**config.mk**
```make
export PLATFORM = sky130hd
export DESIGN_NAME = fb_arbiter_flat
export DESIGN_NICKNAME = d
export VERILOG_FILES = /design/src/rtl/cpu_pkg.sv /design/src/rtl/fb_arbiter_if.sv /design/src/rtl/fb_wr_fifo.sv /design/src/rtl/fb_arbiter.sv /design/src/flat_wrapper.sv
export SDC_FILE = /design/constraint.sdc
export NUM_CORES = 1
export LEC_CHECK = 0
export ABC_CLOCK_PERIOD_IN_PS = 6880
export CAP_MARGIN = 10
export CORE_ASPECT_RATIO = 0.75
export CORE_MARGIN = 5
export CORE_UTILIZATION = 40
export DETAILED_ROUTE_END_ITERATION = 12
export GPL_TIMING_DRIVEN = 0
export SETUP_SLACK_MARGIN = 0.4
export SKIP_CTS_REPAIR_TIMING = 1
export SYNTH_ARGS = -nofsm -noshare
export SYNTH_HDL_FRONTEND = slang
export SYNTH_HIERARCHICAL = 1
export SYNTH_SLANG_ARGS = --single-unit
```
**constraint.sdc**
```tcl
create_clock -name Clk -period 6.88 [get_ports Clk]
set_input_delay 1.72 -clock Clk [delete_from_list [all_inputs] [get_ports Clk]]
set_output_delay 1.72 -clock Clk [all_outputs]
set_load 0.005 [all_outputs]
```
**src/rtl/cpu_pkg.sv**
```systemverilog
// Shared CPU-side constants: framebuffer window placement and the
// arbiter grant encoding.
package cpu_pkg;

   localparam logic [14:0] SCREEN_BASE  = 15'h4000;
   localparam int          SCREEN_WORDS = 8192;

   typedef enum logic [1:0] {
      G_IDLE,
      G_VGA,
      G_WR
   } t_fb_grant;

endpackage

```
**src/rtl/fb_arbiter_if.sv**
```systemverilog
// Bundle of CPU write mirror, VGA read port, RAM port and status signals.
// The arbiter takes the slave side; the surrounding system takes the master side.
interface fb_arbiter_if #(
   parameter int ADDR_W = 15,
   parameter int DATA_W = 16,
   parameter int FB_AW  = 13,
   parameter int DEPTH  = 8
) ();
   localparam int LVL_W = $clog2(DEPTH) + 1;

   logic              Clear;
   logic              CpuWrEn;
   logic [ADDR_W-1:0] CpuAddr;
   logic [DATA_W-1:0] CpuData;
   logic              VgaRdReq;
   logic [FB_AW-1:0]  VgaRdAddr;
   logic              VgaRdValid;
   logic [DATA_W-1:0] VgaRdData;
   logic [FB_AW-1:0]  FbAddr;
   logic [DATA_W-1:0] FbWrData;
   logic              FbWrEn;
   logic              FbRdEn;
   logic [DATA_W-1:0] FbRdData;
   logic [LVL_W-1:0]  Level;
   logic              Overflow;
   logic [7:0]        DropCount;

   modport master (
      output Clear, CpuWrEn, CpuAddr, CpuData, VgaRdReq, VgaRdAddr, FbRdData,
      input  VgaRdValid, VgaRdData, FbAddr, FbWrData, FbWrEn, FbRdEn,
             Level, Overflow, DropCount
   );

   modport slave (
      input  Clear, CpuWrEn, CpuAddr, CpuData, VgaRdReq, VgaRdAddr, FbRdData,
      output VgaRdValid, VgaRdData, FbAddr, FbWrData, FbWrEn, FbRdEn,
             Level, Overflow, DropCount
   );

endinterface

```
**src/rtl/fb_wr_fifo.sv**
```systemverilog
// Address/data write queue with in-place coalescing on the newest entry.
// Pointers carry an extra wrap bit so full and empty are distinguishable.
module fb_wr_fifo #(
   parameter int FB_AW  = 13,
   parameter int DATA_W = 16,
   parameter int DEPTH  = 8
) (
   input  logic                      Clk,
   input  logic                      Reset,
   input  logic                      clear,
   input  logic                      push,
   input  logic                      pop,
   input  logic [FB_AW-1:0]          push_addr,
   input  logic [DATA_W-1:0]         push_data,
   output logic [FB_AW-1:0]          head_addr,
   output logic [DATA_W-1:0]         head_data,
   output logic                      empty,
   output logic                      full,
   output logic                      push_drop,
   output logic [$clog2(DEPTH):0]    level
);
   localparam int AW = $clog2(DEPTH);
   localparam logic [AW:0] PTR_ONE = (AW+1)'(1);

   logic [AW:0]        wr_ptr_q, wr_ptr_d, rd_ptr_q, rd_ptr_d;
   logic [FB_AW-1:0]   addr_mem [DEPTH];
   logic [DATA_W-1:0]  data_mem [DEPTH];
   logic [AW-1:0]      newest_idx, mem_idx;
   logic               mem_we, coalesce, accept;

   always_comb begin
      level      = wr_ptr_q - rd_ptr_q;
      empty      = (level == '0);
      full       = (level == (AW+1)'(DEPTH));
      newest_idx = wr_ptr_q[AW-1:0] - AW'(1);
      head_addr  = addr_mem[rd_ptr_q[AW-1:0]];
      head_data  = data_mem[rd_ptr_q[AW-1:0]];
      // The newest entry is off-limits for merging when it is also the head being popped.
      coalesce   = push && !empty && (addr_mem[newest_idx] == push_addr)
                   && !(pop && level == PTR_ONE);
      accept     = push && !coalesce && (!full || pop);
      push_drop  = push && !coalesce && full && !pop && !clear;

      wr_ptr_d = wr_ptr_q;
      rd_ptr_d = rd_ptr_q;
      mem_we   = 1'b0;
      mem_idx  = wr_ptr_q[AW-1:0];
      if (clear) begin
         wr_ptr_d = '0;
         rd_ptr_d = '0;
      end else begin
         if (coalesce) begin
            mem_we  = 1'b1;
            mem_idx = newest_idx;
         end else if (accept) begin
            mem_we   = 1'b1;
            wr_ptr_d = wr_ptr_q + PTR_ONE;
         end
         if (pop && !empty) rd_ptr_d = rd_ptr_q + PTR_ONE;
      end
   end

   always_ff @(posedge Clk or posedge Reset) begin
      if (Reset) begin
         wr_ptr_q <= '0;
         rd_ptr_q <= '0;
      end else begin
         wr_ptr_q <= wr_ptr_d;
         rd_ptr_q <= rd_ptr_d;
      end
   end

   always_ff @(posedge Clk) begin
      if (mem_we) begin
         addr_mem[mem_idx] <= push_addr;
         data_mem[mem_idx] <= push_data;
      end
   end

endmodule

```
**src/rtl/fb_arbiter.sv**
```systemverilog
// Framebuffer RAM port arbiter: VGA reads always win, screen-window CPU
// writes are queued and drained on idle cycles, overflowing writes are counted.
module fb_arbiter #(
   parameter int ADDR_W = 15,
   parameter int DATA_W = 16,
   parameter int FB_AW  = 13,
   parameter int DEPTH  = 8
) (
   input  logic       Clk,
   input  logic       Reset,
   fb_arbiter_if.slave bus
);
   import cpu_pkg::*;

   localparam int WIN_LO = int'(SCREEN_BASE);
   localparam int WIN_HI = WIN_LO + SCREEN_WORDS;

   logic [31:0]       cpu_addr_w;
   logic              in_win, pop, push_drop, fifo_empty, fifo_full;
   logic [FB_AW-1:0]  push_addr, head_addr;
   logic [DATA_W-1:0] head_data;
   t_fb_grant         grant;

   logic [FB_AW-1:0]  fb_addr_q, fb_addr_d;
   logic [DATA_W-1:0] fb_wr_data_q, fb_wr_data_d;
   logic              fb_wr_en_q, fb_wr_en_d, fb_rd_en_q, fb_rd_en_d;
   logic              rd_valid_q, rd_valid_d, overflow_q, overflow_d;
   logic [7:0]        drop_cnt_q, drop_cnt_d;

   always_comb begin
      cpu_addr_w = 32'(bus.CpuAddr);
      in_win     = bus.CpuWrEn && (cpu_addr_w >= 32'(WIN_LO)) && (cpu_addr_w < 32'(WIN_HI));
      push_addr  = FB_AW'(bus.CpuAddr - ADDR_W'(SCREEN_BASE));

      // A clearing cycle issues no RAM write, since the pop it would need is discarded.
      grant = G_IDLE;
      if (bus.VgaRdReq)                     grant = G_VGA;
      else if (!fifo_empty && !bus.Clear)   grant = G_WR;
      pop = (grant == G_WR);

      fb_addr_d    = fb_addr_q;
      fb_wr_data_d = fb_wr_data_q;
      fb_wr_en_d   = 1'b0;
      fb_rd_en_d   = 1'b0;
      case (grant)
         G_VGA: begin
            fb_addr_d  = bus.VgaRdAddr;
            fb_rd_en_d = 1'b1;
         end
         G_WR: begin
            fb_addr_d    = head_addr;
            fb_wr_data_d = head_data;
            fb_wr_en_d   = 1'b1;
         end
         default: ;
      endcase
      rd_valid_d = fb_rd_en_q;

      drop_cnt_d = drop_cnt_q;
      overflow_d = overflow_q;
      if (bus.Clear) begin
         drop_cnt_d = '0;
         overflow_d = 1'b0;
      end else if (push_drop) begin
         overflow_d = 1'b1;
         if (drop_cnt_q != 8'hFF) drop_cnt_d = drop_cnt_q + 8'd1;
      end
   end

   always_ff @(posedge Clk or posedge Reset) begin
      if (Reset) begin
         fb_addr_q    <= '0;
         fb_wr_data_q <= '0;
         fb_wr_en_q   <= 1'b0;
         fb_rd_en_q   <= 1'b0;
         rd_valid_q   <= 1'b0;
         overflow_q   <= 1'b0;
         drop_cnt_q   <= '0;
      end else begin
         fb_addr_q    <= fb_addr_d;
         fb_wr_data_q <= fb_wr_data_d;
         fb_wr_en_q   <= fb_wr_en_d;
         fb_rd_en_q   <= fb_rd_en_d;
         rd_valid_q   <= rd_valid_d;
         overflow_q   <= overflow_d;
         drop_cnt_q   <= drop_cnt_d;
      end
   end

   fb_wr_fifo #(
      .FB_AW  (FB_AW),
      .DATA_W (DATA_W),
      .DEPTH  (DEPTH)
   ) u_fifo (
      .Clk       (Clk),
      .Reset     (Reset),
      .clear     (bus.Clear),
      .push      (in_win),
      .pop       (pop),
      .push_addr (push_addr),
      .push_data (bus.CpuData),
      .head_addr (head_addr),
      .head_data (head_data),
      .empty     (fifo_empty),
      .full      (fifo_full),
      .push_drop (push_drop),
      .level     (bus.Level)
   );

   assign bus.FbAddr     = fb_addr_q;
   assign bus.FbWrData   = fb_wr_data_q;
   assign bus.FbWrEn     = fb_wr_en_q;
   assign bus.FbRdEn     = fb_rd_en_q;
   assign bus.VgaRdValid = rd_valid_q;
   assign bus.VgaRdData  = bus.FbRdData;
   assign bus.Overflow   = overflow_q;
   assign bus.DropCount  = drop_cnt_q;

endmodule

```
**src/flat_wrapper.sv**
```systemverilog
// flat-port wrapper written by rule: the top's interface ports become plain ports
module fb_arbiter_flat import cpu_pkg::*;
#(
   parameter int ADDR_W = 15,
   parameter int DATA_W = 16,
   parameter int FB_AW  = 13,
   parameter int DEPTH  = 8
)
  (Clk, Reset, bus_Clear, bus_CpuWrEn, bus_CpuAddr, bus_CpuData, bus_VgaRdReq, bus_VgaRdAddr, bus_FbRdData, bus_VgaRdValid, bus_VgaRdData, bus_FbAddr, bus_FbWrData, bus_FbWrEn, bus_FbRdEn, bus_Level, bus_Overflow, bus_DropCount);
  fb_arbiter_if #(.ADDR_W(ADDR_W), .DATA_W(DATA_W), .FB_AW(FB_AW), .DEPTH(DEPTH)) bus_i ();
  input  logic Clk;
  input  logic Reset;
  input wire logic [$bits(bus_i.Clear)-1:0] bus_Clear;
  input wire logic [$bits(bus_i.CpuWrEn)-1:0] bus_CpuWrEn;
  input wire logic [$bits(bus_i.CpuAddr)-1:0] bus_CpuAddr;
  input wire logic [$bits(bus_i.CpuData)-1:0] bus_CpuData;
  input wire logic [$bits(bus_i.VgaRdReq)-1:0] bus_VgaRdReq;
  input wire logic [$bits(bus_i.VgaRdAddr)-1:0] bus_VgaRdAddr;
  input wire logic [$bits(bus_i.FbRdData)-1:0] bus_FbRdData;
  output wire logic [$bits(bus_i.VgaRdValid)-1:0] bus_VgaRdValid;
  output wire logic [$bits(bus_i.VgaRdData)-1:0] bus_VgaRdData;
  output wire logic [$bits(bus_i.FbAddr)-1:0] bus_FbAddr;
  output wire logic [$bits(bus_i.FbWrData)-1:0] bus_FbWrData;
  output wire logic [$bits(bus_i.FbWrEn)-1:0] bus_FbWrEn;
  output wire logic [$bits(bus_i.FbRdEn)-1:0] bus_FbRdEn;
  output wire logic [$bits(bus_i.Level)-1:0] bus_Level;
  output wire logic [$bits(bus_i.Overflow)-1:0] bus_Overflow;
  output wire logic [$bits(bus_i.DropCount)-1:0] bus_DropCount;
  assign bus_i.Clear = bus_Clear;
  assign bus_i.CpuWrEn = bus_CpuWrEn;
  assign bus_i.CpuAddr = bus_CpuAddr;
  assign bus_i.CpuData = bus_CpuData;
  assign bus_i.VgaRdReq = bus_VgaRdReq;
  assign bus_i.VgaRdAddr = bus_VgaRdAddr;
  assign bus_i.FbRdData = bus_FbRdData;
  assign bus_VgaRdValid = bus_i.VgaRdValid;
  assign bus_VgaRdData = bus_i.VgaRdData;
  assign bus_FbAddr = bus_i.FbAddr;
  assign bus_FbWrData = bus_i.FbWrData;
  assign bus_FbWrEn = bus_i.FbWrEn;
  assign bus_FbRdEn = bus_i.FbRdEn;
  assign bus_Level = bus_i.Level;
  assign bus_Overflow = bus_i.Overflow;
  assign bus_DropCount = bus_i.DropCount;
  fb_arbiter #(.ADDR_W(ADDR_W), .DATA_W(DATA_W), .FB_AW(FB_AW), .DEPTH(DEPTH)) u_core (.Clk(Clk), .Reset(Reset), .bus(bus_i));
endmodule
```
==> flow_summary_export.csv <==
group,metric,value,unit
routing,route.vias.total,7282,
cts,tritoncts,"built",
cts,htreeDepth,1,
global_routing,grt_max_degree,32,
sta,setup_viol,0,
floorplanning,fp.dieH,163,um
placement,numPortBuffers,108,
floorplanning,initial_core_util,40.3,%
sta,relSlewSlack,24.0,%
routing,wl_per_cell,22.4,um
floorplanning,dieArea,0.0350,mm2
routing,viasPerCell,5.34,
synthesis,avgSynthCellArea,16.5,um2
floorplanning,coreArea,0.0310,mm2
cts,clk_latency,560,ps
placement,place_inst,1291,
sta,period_share,88.7,%
power_and_ir_drop,ir_drop,232,uV
global_routing,grt_use_total,17.5,%
cts,root_buffer,"clkbuf_16",
placement,place_area,0.0145,mm2
sta,rsz0062_at_grt,"yes",
worst_hold_path,hold_path.class,"reg -> reg",
global_routing,grt.overflow.total,0,
cts,clk_pin_slew_worst_paths,60,ps
critical_path,endpoint_kind,"flop",
synthesis,ys_warn_count,6,
routing,drtPass1Iterations,5,
floorplanning,die_w,214,um
finish,final_nets,1009,
sta,fmax,164,MHz
routing,wl,30500,um
global_routing,grt_pass1_wl,46700,um
cts,cts_buffers,29,
finish,final_area,0.0156,mm2
routing,drt_iter0_markers,750,
placement,gp_congestion,0.760,
cts,clock_sinks,281,
floorplanning,io_pins,126,
global_routing,grt_pass1_vias,7315,
synthesis,synth_nets,833,
sta,worst_pin_slew,1140,ps
power_and_ir_drop,leakage,5.40,nW
finish,fin_cells,1364,
critical_path,worstPathMaxFanout,14,
status,status,"complete, no violations",
finish,fillers,2603,
synthesis,syn_inst,760,
sta,fin_crit,6100,ps
sta,hold_viol_final,0,
critical_path,startpoint_type,"flop",
finish,utilization,50.4,%
global_routing,antenna_found_initial,0,
critical_path,required,7180,ps
sta,slew_violations,0,
finish,synthToLayoutAreaGrowth,25.0,%
placement,hpwlAfterDp,20500,um
critical_path,critPathKind,"reg -> reg",
sta,fin_skew,19.0,ps
finish,num_antenna_cells,0,
routing,ant_nets,0,
floorplanning,core.rowCount,56,
cts,cts_max_path_buffers,3,
power_and_ir_drop,p_per_area,246,mW/mm2
run,cap_viol_max_count,0,
routing,drc,0,
finish,drive_gt1_share,23.2,%
synthesis,synth.cell_area,0.0125,mm2
critical_path,critical_path_arrival,6410,ps
-- where the power goes --
group	total, W	switching [W]	internal, W	leakage, nW
sequential	0.00194	0.0000334	0.00190	2.72
combinational	0.000378	0.000145	0.000233	2.23
clock	0.00153	0.000631	0.000896	0.453
total	0.00384	0.000810	0.00303	5.40
-- area by class of cell --
| class | instances | area, um2 | area share, % |
|---|---|---|---|
| Inverter | 13 | 48.8 | 0.312 |
| Sequential cell | 281 | 8190 | 52.4 |
| Timing Repair Buffer | 145 | 1600 | 10.2 |
| Tap cell | 406 | 508 | 3.25 |
| Multi-Input combinational cell | 411 | 4060 | 25.9 |
| Buffer | 55 | 319 | 2.04 |
| Clock inverter | 9 | 101 | 0.648 |
| Clock buffer | 44 | 822 | 5.25 |
-- per-stage QoR --
stage | setup slack, ps | power [W] | TNS (ps) | hold WS, ps
2_1_floorplan | 219 | 0.00213 | 0 | 376
3_3_place_gp | -3680 | 0.00234 | -759110 | 371
3_5_place_dp | -187 | 0.00235 | -5210 | 382
4_1_cts | -224 | 0.00388 | -7440 | 395
5_1_grt | 371 | 0.00400 | 0 | 406
6_report | 778 | 0.00384 | 0 | 388
-- final timing paths --
path | startpoint | end | slack, ps | cells past startpoint
max in group asynchronous | Reset | u_core/bus.FbAddr[3] | 4800 | 3
worst min-delay path | u_core/bus.FbRdEn | u_core/bus.VgaRdValid | 390 | 0
worst max register to register | u_core/u_fifo/rd_ptr_q[1] | u_core/u_fifo/data_mem[7][14] | 780 | 22
min in group asynchronous | Reset | u_core/u_fifo/rd_ptr_q[1] | 1560 | 2
worst min register to register | u_core/bus.FbRdEn | u_core/bus.VgaRdValid | 390 | 0
worst max-delay path | u_core/u_fifo/rd_ptr_q[1] | u_core/u_fifo/data_mem[7][14] | 780 | 22
-- metal layers --
layer	vias up	global-route usage (%)	share of wire (%)
met3	29	4.09	7.1
met5	-	0	0
met1	3732	26.5	47
met2	251	26.4	45
met4	0	2.84	1.4
li1	3270	-	-
-- state kept, by name, summed over array words and instances, names as in the netlist, 4 cells and up --
signal / flops
u_core/bus.FbAddr: 13
u_core/u_fifo/rd_ptr_q: 4
u_core/u_fifo/addr_mem: 104
u_core/u_fifo/data_mem: 128
u_core/u_fifo/wr_ptr_q: 4
u_core/bus.DropCount: 8
u_core/bus.FbWrData: 16
-- critical path, stage by stage (launching register included) --
cell,delay [ps]
dfrtp_1,340
clkbuf_1,270
clkbuf_2,420
clkbuf_2,360
inv_1,140
ha_1,280
nor2b_1,120
o21ai_0,210
a21oi_1,120
nor2_1,200
inv_1,130
nor2_1,440
nor3_4,90
buf_12,160
buf_12,160
o21ai_0,200
o311ai_0,230
nor3_1,270
nand3_1,320
mux2i_1,850
a211oi_4,120
buf_16,220
buf_16,160
-- layout by cell type (no fill, tap or decap), drive strengths merged, types with 2 or more instances in the layout --
cell and count:
edfxtp 232, nand2 111, clkdlybuf4s50 108, mux4 78, buf 73, clkbuf 63
dfrtp 49, mux2i 33, nor2 22, mux2 22, o21ai 19, xnor2 17
xor2 13, inv 13, a211oi 11, a21oi 10, nor2b 9, ha 7
nor3 7, clkinv 7, and3 5, nand3 5, nand4 5, nand2b 4
o211ai 4, or3 3, a31oi 3, bufinv 2, and4 2, o21bai 2
o31ai 2, nor4 2
No activity file was read; power rests on OpenSTA's default activity.
